### src/rtl/static_sprite_scanner.sv
// Static-sprite lookup: scans the sprite table for the lowest-index enabled entry on a tile.
// Optional build macro SPRITE_OVERLAP_EN: full scans plus an overlap flag when >=2 entries match.
module static_sprite_scanner #(
   parameter  int unsigned NUM_SPRITES = 64,
   parameter  int unsigned COL_W       = 7,
   parameter  int unsigned ROW_W       = 7,
   parameter  int unsigned PAL_W       = 2,
   parameter  int unsigned CHAR_W      = 6,
   localparam int unsigned ADDR_W      = (NUM_SPRITES > 1) ? $clog2(NUM_SPRITES) : 1,
   localparam int unsigned ENTRY_W     = 1 + COL_W + ROW_W + PAL_W + CHAR_W,
   localparam int unsigned OUT_W       = PAL_W + CHAR_W
) (
   input  logic               clock,
   input  logic               reset,
   input  logic [COL_W-1:0]   collumn,
   input  logic [ROW_W-1:0]   row,
   input  logic               req,
   output logic               busy,
   output logic               done,
   output logic               men,
   output logic [OUT_W-1:0]   out,
   input  logic               wr_en,
   input  logic [ADDR_W-1:0]  wr_addr,
   input  logic [ENTRY_W-1:0] wr_data
`ifdef SPRITE_OVERLAP_EN
   ,
   output logic               overlap
`endif
);

   localparam logic [ADDR_W-1:0] LastIdx = ADDR_W'(NUM_SPRITES - 1);

   typedef enum logic [1:0] {StIdle, StScan, StDone} state_e;

   state_e             state_q;
   logic [ENTRY_W-1:0] sprite_tbl_q [NUM_SPRITES];
   logic [ENTRY_W-1:0] rd_q;
   logic [ADDR_W-1:0]  idx_q;
   logic [ADDR_W-1:0]  idx_nxt;
   logic [COL_W-1:0]   col_q;
   logic [ROW_W-1:0]   row_q;
   logic               match;
   logic               is_last;
`ifdef SPRITE_OVERLAP_EN
   logic               hit_q;
   logic               multi_q;
   logic [OUT_W-1:0]   hit_data_q;
`endif

   // rd_q holds entry idx_q; it was read the cycle before it is compared.
   always_comb begin
      idx_nxt = idx_q + ADDR_W'(1);
      is_last = (idx_q == LastIdx);
      match   = rd_q[ENTRY_W-1]
                && (rd_q[OUT_W+ROW_W +: COL_W] == col_q)
                && (rd_q[OUT_W +: ROW_W] == row_q);
   end

   always_ff @(posedge clock or negedge reset) begin
      if (!reset) begin
         for (int i = 0; i < int'(NUM_SPRITES); i++) sprite_tbl_q[i] <= '0;
      end else if (wr_en && (32'(wr_addr) < NUM_SPRITES)) begin
         sprite_tbl_q[wr_addr] <= wr_data;
      end
   end

   always_ff @(posedge clock or negedge reset) begin
      if (!reset) begin
         state_q    <= StIdle;
         rd_q       <= '0;
         idx_q      <= '0;
         col_q      <= '0;
         row_q      <= '0;
         busy       <= 1'b0;
         done       <= 1'b0;
         men        <= 1'b0;
         out        <= '0;
`ifdef SPRITE_OVERLAP_EN
         hit_q      <= 1'b0;
         multi_q    <= 1'b0;
         hit_data_q <= '0;
         overlap    <= 1'b0;
`endif
      end else begin
         done <= 1'b0;
         unique case (state_q)
            StIdle: begin
               if (req) begin
                  col_q   <= collumn;
                  row_q   <= row;
                  rd_q    <= sprite_tbl_q[0];
                  idx_q   <= '0;
                  busy    <= 1'b1;
                  state_q <= StScan;
`ifdef SPRITE_OVERLAP_EN
                  hit_q   <= 1'b0;
                  multi_q <= 1'b0;
`endif
               end
            end
            StScan: begin
               if (!is_last) begin
                  rd_q  <= sprite_tbl_q[idx_nxt];
                  idx_q <= idx_nxt;
               end
`ifdef SPRITE_OVERLAP_EN
               if (match && !hit_q) begin
                  hit_q      <= 1'b1;
                  hit_data_q <= rd_q[OUT_W-1:0];
               end
               if (match && hit_q) multi_q <= 1'b1;
               if (is_last) begin
                  state_q <= StDone;
                  done    <= 1'b1;
                  men     <= hit_q | match;
                  out     <= hit_q ? hit_data_q : (match ? rd_q[OUT_W-1:0] : '0);
                  overlap <= multi_q | (match & hit_q);
               end
`else
               if (match || is_last) begin
                  state_q <= StDone;
                  done    <= 1'b1;
                  men     <= match;
                  out     <= match ? rd_q[OUT_W-1:0] : '0;
               end
`endif
            end
            StDone: begin
               busy    <= 1'b0;
               state_q <= StIdle;
            end
            default: state_q <= StIdle;
         endcase
      end
   end

endmodule

### config.mk
export PLATFORM = sky130hd
export DESIGN_NAME = static_sprite_scanner
export DESIGN_NICKNAME = d
export VERILOG_FILES = /design/src/rtl/static_sprite_scanner.sv
export SDC_FILE = /design/constraint.sdc
export NUM_CORES = 2
export LEC_CHECK = 0
export CAP_MARGIN = 40
export CORE_ASPECT_RATIO = 1.25
export CORE_MARGIN = 1.5
export CORE_UTILIZATION = 50
export DETAILED_ROUTE_END_ITERATION = 10
export GPL_TIMING_DRIVEN = 0
export MAX_ROUTING_LAYER = met4
export PLACE_DENSITY = 0.65
export SYNTH_ARGS = -nofsm -noshare
export SYNTH_HDL_FRONTEND = slang
export SYNTH_SLANG_ARGS = --single-unit
export TNS_END_PERCENT = 1
### constraint.sdc
create_clock -name clock -period 2.45 [get_ports clock]
set_clock_uncertainty 0.1 [all_clocks]
set_input_delay 0.3675 -clock clock [delete_from_list [all_inputs] [get_ports clock]]
set_output_delay 0.3675 -clock clock [all_outputs]
set_load 0.02 [all_outputs]
* After elaboration in Yosys (flattened, before gate mapping)
Cells that the tools add are included.
** Storage, ports and cells
- Bits in registers :: 1528
- Bits of input ports :: 47
- Output and inout bits :: 11
- Logic and storage cells :: 119
** Operators by class
- Add/subtract/negate cells :: 1
- Magnitude comparators :: 3
- Equal/unequal tests :: 8
- Muxes and demuxes :: 20
- Bitwise logic cells :: 2
- Reductions and logical operators :: 12
** Operators with widths (count)
- 1472-bit bitwise mux :: 1
- 23-bit binary-select mux with 6-bit select :: 1
- 23-bit demux with 6-bit select :: 1
- 23-bit two-way mux :: 5
- 23-bit case mux with 2 select lines :: 1
- 7-bit equality test :: 2
- 7-bit >= comparator, second input constant :: 2
- 6-bit NOT with 7-bit output :: 2
- 6-bit two-way mux :: 2
- 6-bit case mux with 2 select lines :: 1
- 8-bit two-way mux :: 1
- 2-bit AND reduction :: 4
- 7-bit by 1-bit less-than comparator with 1-bit output, second input constant :: 1
- 6-bit by 1-bit adder with 6-bit output, second input constant :: 1
- 6-bit equality test, second input constant :: 1
- 2-bit != test, second input constant :: 3
- 2-bit two-way mux :: 2
- 2-bit case mux with 2 select lines :: 1
- 2-bit nonzero test :: 2
- 1-bit logical AND :: 3
- 1-bit two-way mux :: 3
- 3-bit AND reduction :: 1
- 2-bit by 1-bit equality test with 1-bit output, second input constant :: 1
- 2-bit equality test, second input constant :: 1
- 3 further kinds :: 3

* Logic depth before layout (Yosys ltp)
- Depth after elaboration :: 7
- Mapped depth :: 10
- Gate-level depth less buffers :: 7

* Worst setup path before layout
Ideal clock, no wire load.
- Path kind :: flip-flop to flip-flop
- From :: register idx_q[1]
- To :: register rd_q[13]
- Library setup time :: 0.141 ns
- Data arrival time :: 2.326 ns
- Data required time :: 2.209 ns
- Slack :: -0.117 ns
- Cell stages (with the launch flop) :: 11
- Path buffers :: 4
- Clock period less this slack :: 2.567 ns
- Cell sequence :: dfrtp_1 ha_1 buf_4 buf_2 buf_2 buf_1 mux4_2 nand2_1 a21oi_1 nor4_1 a31oi_1
** On the way
- Longest elaborated chain between the ends :: 7
- Elaborated cells between the ends (all ways) :: 10
- Classes of those cells :: add/sub: 1; eq/ne: 2; mux: 5; bitwise: 1; reduce/logical: 1
** Ends and longest elaborated chain
- from (decl) :: line 38 : logic [ADDR_W-1:0] idx_q;
- from (signal assigned) :: line 104 : idx_q <= idx_nxt;
- 6-bit by 1-bit adder with 6-bit output :: line 52 : idx_nxt = idx_q + ADDR_W'(1);
- 6-bit NOT with 7-bit output (implied by the code) :: line 103 : rd_q <= sprite_tbl_q[idx_nxt];
- 23-bit binary-select mux with 6-bit select :: line 103
- 23-bit two-way mux (implied by the code) (2 in a row) :: line 103
- 23-bit two-way mux :: line 102 : if (!is_last) begin
- 23-bit case mux with 2 select lines :: line 86 : unique case (state_q)
- to (signal assigned) :: line 91 : rd_q <= sprite_tbl_q[0];
- to (signal assigned) :: line 103
- to (decl) :: line 37 : logic [ENTRY_W-1:0] rd_q;
Parallel ways exist; a longest one is shown, timed or not. The select of a mux whose other input is x is not followed.
A chain may end at the register's enable or synchronous reset.

* Final worst setup path
- From :: input wr_addr[1]
- To :: register sprite_tbl_q[19] (netlist bit)
** On the way
- Longest elaborated chain between the ends :: 6
- Elaborated cells between the ends (all ways) :: 7
- Classes of those cells :: order compare: 2; mux: 3; bitwise: 1; reduce/logical: 1
** Ends and longest elaborated chain
- from (decl) :: line 23 : input logic [ADDR_W-1:0] wr_addr,
- 6-bit NOT with 7-bit output (implied by the code) * :: line 63 : sprite_tbl_q[wr_addr] <= wr_data;
- 7-bit >= comparator (implied by the code) / 7-bit by 1-bit less-than comparator with 1-bit output (equally long branches) :: line 63
- 1-bit logical AND (implied by the code) :: line 63
- 23-bit two-way mux (implied by the code) :: line 63
- 23-bit demux with 6-bit select * :: line 63
- 1472-bit bitwise mux * :: line 63
- to (signal, indexed assignment) :: line 63
- to (decl) :: line 36 : logic [ENTRY_W-1:0] sprite_tbl_q [NUM_SPRITES];
Mark *: on every way between the ends. The rest lies on a longest branch, timed or not.

==> results.py <==
metrics = {
    "yosys": {
        "syn-cell-area_um2": 69600,
        "ys.warnings.count": 0,
        "syn_avg_cell_area_um2": 15.1,
        "synthCells": 4614,
        "most_instantiated_flip_flop_cell_in_the_synthesis_netlist": "sky130_fd_sc_hd__dfrtp_1",
        "ys_async_sr_fraction": 1.00,
        "synth_largest_area_cell": "sky130_fd_sc_hd__dfrtp_1",
        "netlist.area_leader.share": 0.549,
        "netlist-cell-type-count": 52,
        "post_synth_edffs": 0,
        "synth.ff_latch_count": 1528,
        "syn_nets": 4662,
        "yosysMostFrequentCell": "sky130_fd_sc_hd__dfrtp_1",
        "synth_common_cells": "1,528 x sky130_fd_sc_hd__dfrtp_1, 1,462 x sky130_fd_sc_hd__mux2_2, 369 x sky130_fd_sc_hd__mux4_2, 284 x sky130_fd_sc_hd__nand2_1, 212 x sky130_fd_sc_hd__clkbuf_1",
        "synth_top_cells_by_area": "sky130_fd_sc_hd__dfrtp_1 55%, sky130_fd_sc_hd__mux2_2 24%, sky130_fd_sc_hd__mux4_2 12%",
        "ys_seq_area_frac": 0.549,
    },
    "sta": {
        "timing.fmax_mhz": 358,
        "rsz_0062_raised_after_global_routing": "yes",
        "tightest_slew_ns": 1.07,
        "finalSetupViolCount": 606,
        "setup_ws_ns": -0.345,
        "timing.final.hold_violations": 117,
        "final.hold.worst_slack_ns": -0.544,
        "report.final.slew_viol_count": 0,
        "max_slew_margin": 0.287,
        "tns_ns": -65.63,
        "post-route-period-util": 1.14,
        "timing.final.crit_period_ns": 2.80,
    },
    "floorplanning": {
        "floorplan.rows": 152,
        "coreArea_um2": 138000,
        "ios": 58,
        "area_of_the_die_um2": 142000,
        "die_width_um": 337,
        "die_height_um": 420,
        "initial_core_util": 0.506,
    },
    "critical_path": {
        "critPathArrivalTime_ns": 3.36,
        "critical_path_peak_fanout": 10,
        "worst_setup_path_startpoint": "wr_addr[1]",
        "setup.worst_path.end_class": "register",
        "cp.required_ns": 3.01,
        "critPathKind": "in -> reg",
        "setup.worst_path.start_class": "input port",
        "worst_r2r_startpoint": "idx_q[0]",
        "worstRegToRegCells": 11,
    },
    "cells_and_area": {
        "finish.net_count": 4904,
        "area.growth.synth_to_final_pct": 15.2,
        "multi_input_comb_area_um2": 30600,
        "layout-drive-gt1-share": 0.505,
        "filler_cells_inserted": 10891,
        "postLayoutCellArea_um2": 80200,
        "sequential_cell_area_um2": 38200,
    },
    "route": {
        "dr_vias_cell": 6.02,
        "drtIter0Drc": 3378,
        "firstDrtPassIters": 5,
        "remaining_drc_errors": 0,
        "wirelength_mm": 198,
        "wl_per_cell_um": 29.0,
        "vias": 41021,
        "detail-route-antenna-nets": 0,
    },
    "cts": {
        "tritoncts_num_sinks": 1528,
        "cts.hold.buffers_added": 2,
        "tritoncts": "done",
        "clock_insertion_delay_worst_skew_ns": 0.79,
        "cts-htree-levels": 4,
        "clock_pin_slew_on_the_worst_setup_and_hold_paths_ns": 0.06,
        "cts_inserted_buffers": 152,
        "clock_tree.buffer_depth": 3,
        "root_buffer": "sky130_fd_sc_hd__clkbuf_16",
    },
    "placement": {
        "place_worst_setup_slack_ns": -1.67,
        "gp_congestion": 0.982,
        "placed_area_um2": 72900,
        "io_buffers": 33,
        "post-dp-hpwl_mm": 148,
    },
    "power_and_ir_drop": {
        "power_per_cell_area_nw_per_um2": 1130,
        "p_leak_nw": 36.4,
        "vdd_ir_drop_max_mv": 1.06,
    },
    "flow_run": {
        "max_cap_violations": 0,
    },
    "global_route": {
        "grt.overflow.total": 0,
        "grt_util_all_layers": 0.294,
        "grt_first_pass_wirelength_mm": 293,
        "via_count_of_the_first_global_routing_pass": 42962,
        "antenna_violations_before_repair": 8,
        "grt_max_degree": 179,
    },
    "outcome": {
        "violated_checks": "hold timing, setup timing",
        "status": "complete, but fails checks",
    },
    "hold_path": {
        "hold_path.class": "in -> async",
    },
}
[registers in the layout, summed over array words and instances (netlist names)]
name          cells
sprite_tbl_q   1472
rd_q             23
out               8
col_q             7
row_q             7
idx_q             6
state_q           2
busy              1
done              1
men               1
[placed cells by master (no fill, tap or decap), types with 66 or more instances in the layout]
master	synthesis	layout
sky130_fd_sc_hd__dfrtp_1	1528	1527
sky130_fd_sc_hd__mux4_2	369	369
sky130_fd_sc_hd__a21oi_1	119	78
sky130_fd_sc_hd__buf_2	119	86
sky130_fd_sc_hd__buf_1	79	69
sky130_fd_sc_hd__nor2_1	90	66
sky130_fd_sc_hd__clkbuf_1	212	201
sky130_fd_sc_hd__clkbuf_16	0	164
sky130_fd_sc_hd__nand2_1	284	283
sky130_fd_sc_hd__mux2_2	1462	1461
[area by class of cell]
cell class / count / area share
flip-flops and latches: 1528 / 0.477
inverters: 3 / 0.000140
repair buffers: 89 / 0.0153
plain buffers: 447 / 0.0360
diodes: 4 / 0.000125
well taps: 1848 / 0.0288
clock inverters: 32 / 0.00468
multi-input cells: 2635 / 0.382
clock buffers: 229 / 0.0565
[per-layer routing]
metal / track usage / part of all wire / vias to the layer above
li1: - / - / 17407
met1: 0.372 / 0.41 / 22287
met4: 0.0938 / 0.029 / 0
met3: 0.0457 / 0.049 / 324
met5: - / 0 / -
met2: 0.487 / 0.51 / 1003
[power by group]
group	total [W]	internal [W]	switching [W]
combinational	0.0361	0.0168	0.0194
clock	0.0233	0.0135	0.00982
sequential	0.0309	0.0288	0.00209
[logic make-up after synthesis]
group                      share of synthesized area
muxes                                          0.371
AOI/OAI and AO/OA                             0.0190
xor gates and xnor gates                     0.00277
DFF                                            0.549
buffers and inverters                         0.0287
adders and majority gates                   0.000180
and+or+nand+nor                               0.0290
[metrics by stage]
stage,power [W],utilization,instances
3_3_place_gp,0.0603,0.525,6495
3_5_place_dp,0.0617,0.529,6528
2_1_floorplan,0.0496,-,4614
4_1_cts,0.0894,0.578,6800
5_1_grt,0.0935,0.582,6814
6_report,0.0903,0.582,6815
[final timing paths]
kind,slack [ns],to
max,-0.35,sprite_tbl_q[19]
min,-0.54,sprite_tbl_q[1179]
max reg2reg,-0.26,rd_q[8]
min reg2reg,0.38,sprite_tbl_q[1021]
max in group asynchronous,0.28,sprite_tbl_q[155]
min in group clock,0.04,col_q[4]
[timing repair]
item,CTS,global route
cloned,3,1
setup endpoints to repair,1038,1418
endpoints found under the hold margin,117,115
pin swaps,8,20
resized for setup,387,135
buffers inserted,6,11
[critical path, stage by stage]
cell                              delay (ns)
sky130_fd_sc_hd__clkdlybuf4s50_1        0.53
sky130_fd_sc_hd__buf_2                  0.25
sky130_fd_sc_hd__nand4_1                0.71
sky130_fd_sc_hd__nor2_2                 0.64
sky130_fd_sc_hd__buf_2                  0.43
sky130_fd_sc_hd__mux2_2                 0.39
No activity file was read; power rests on OpenSTA's default activity.
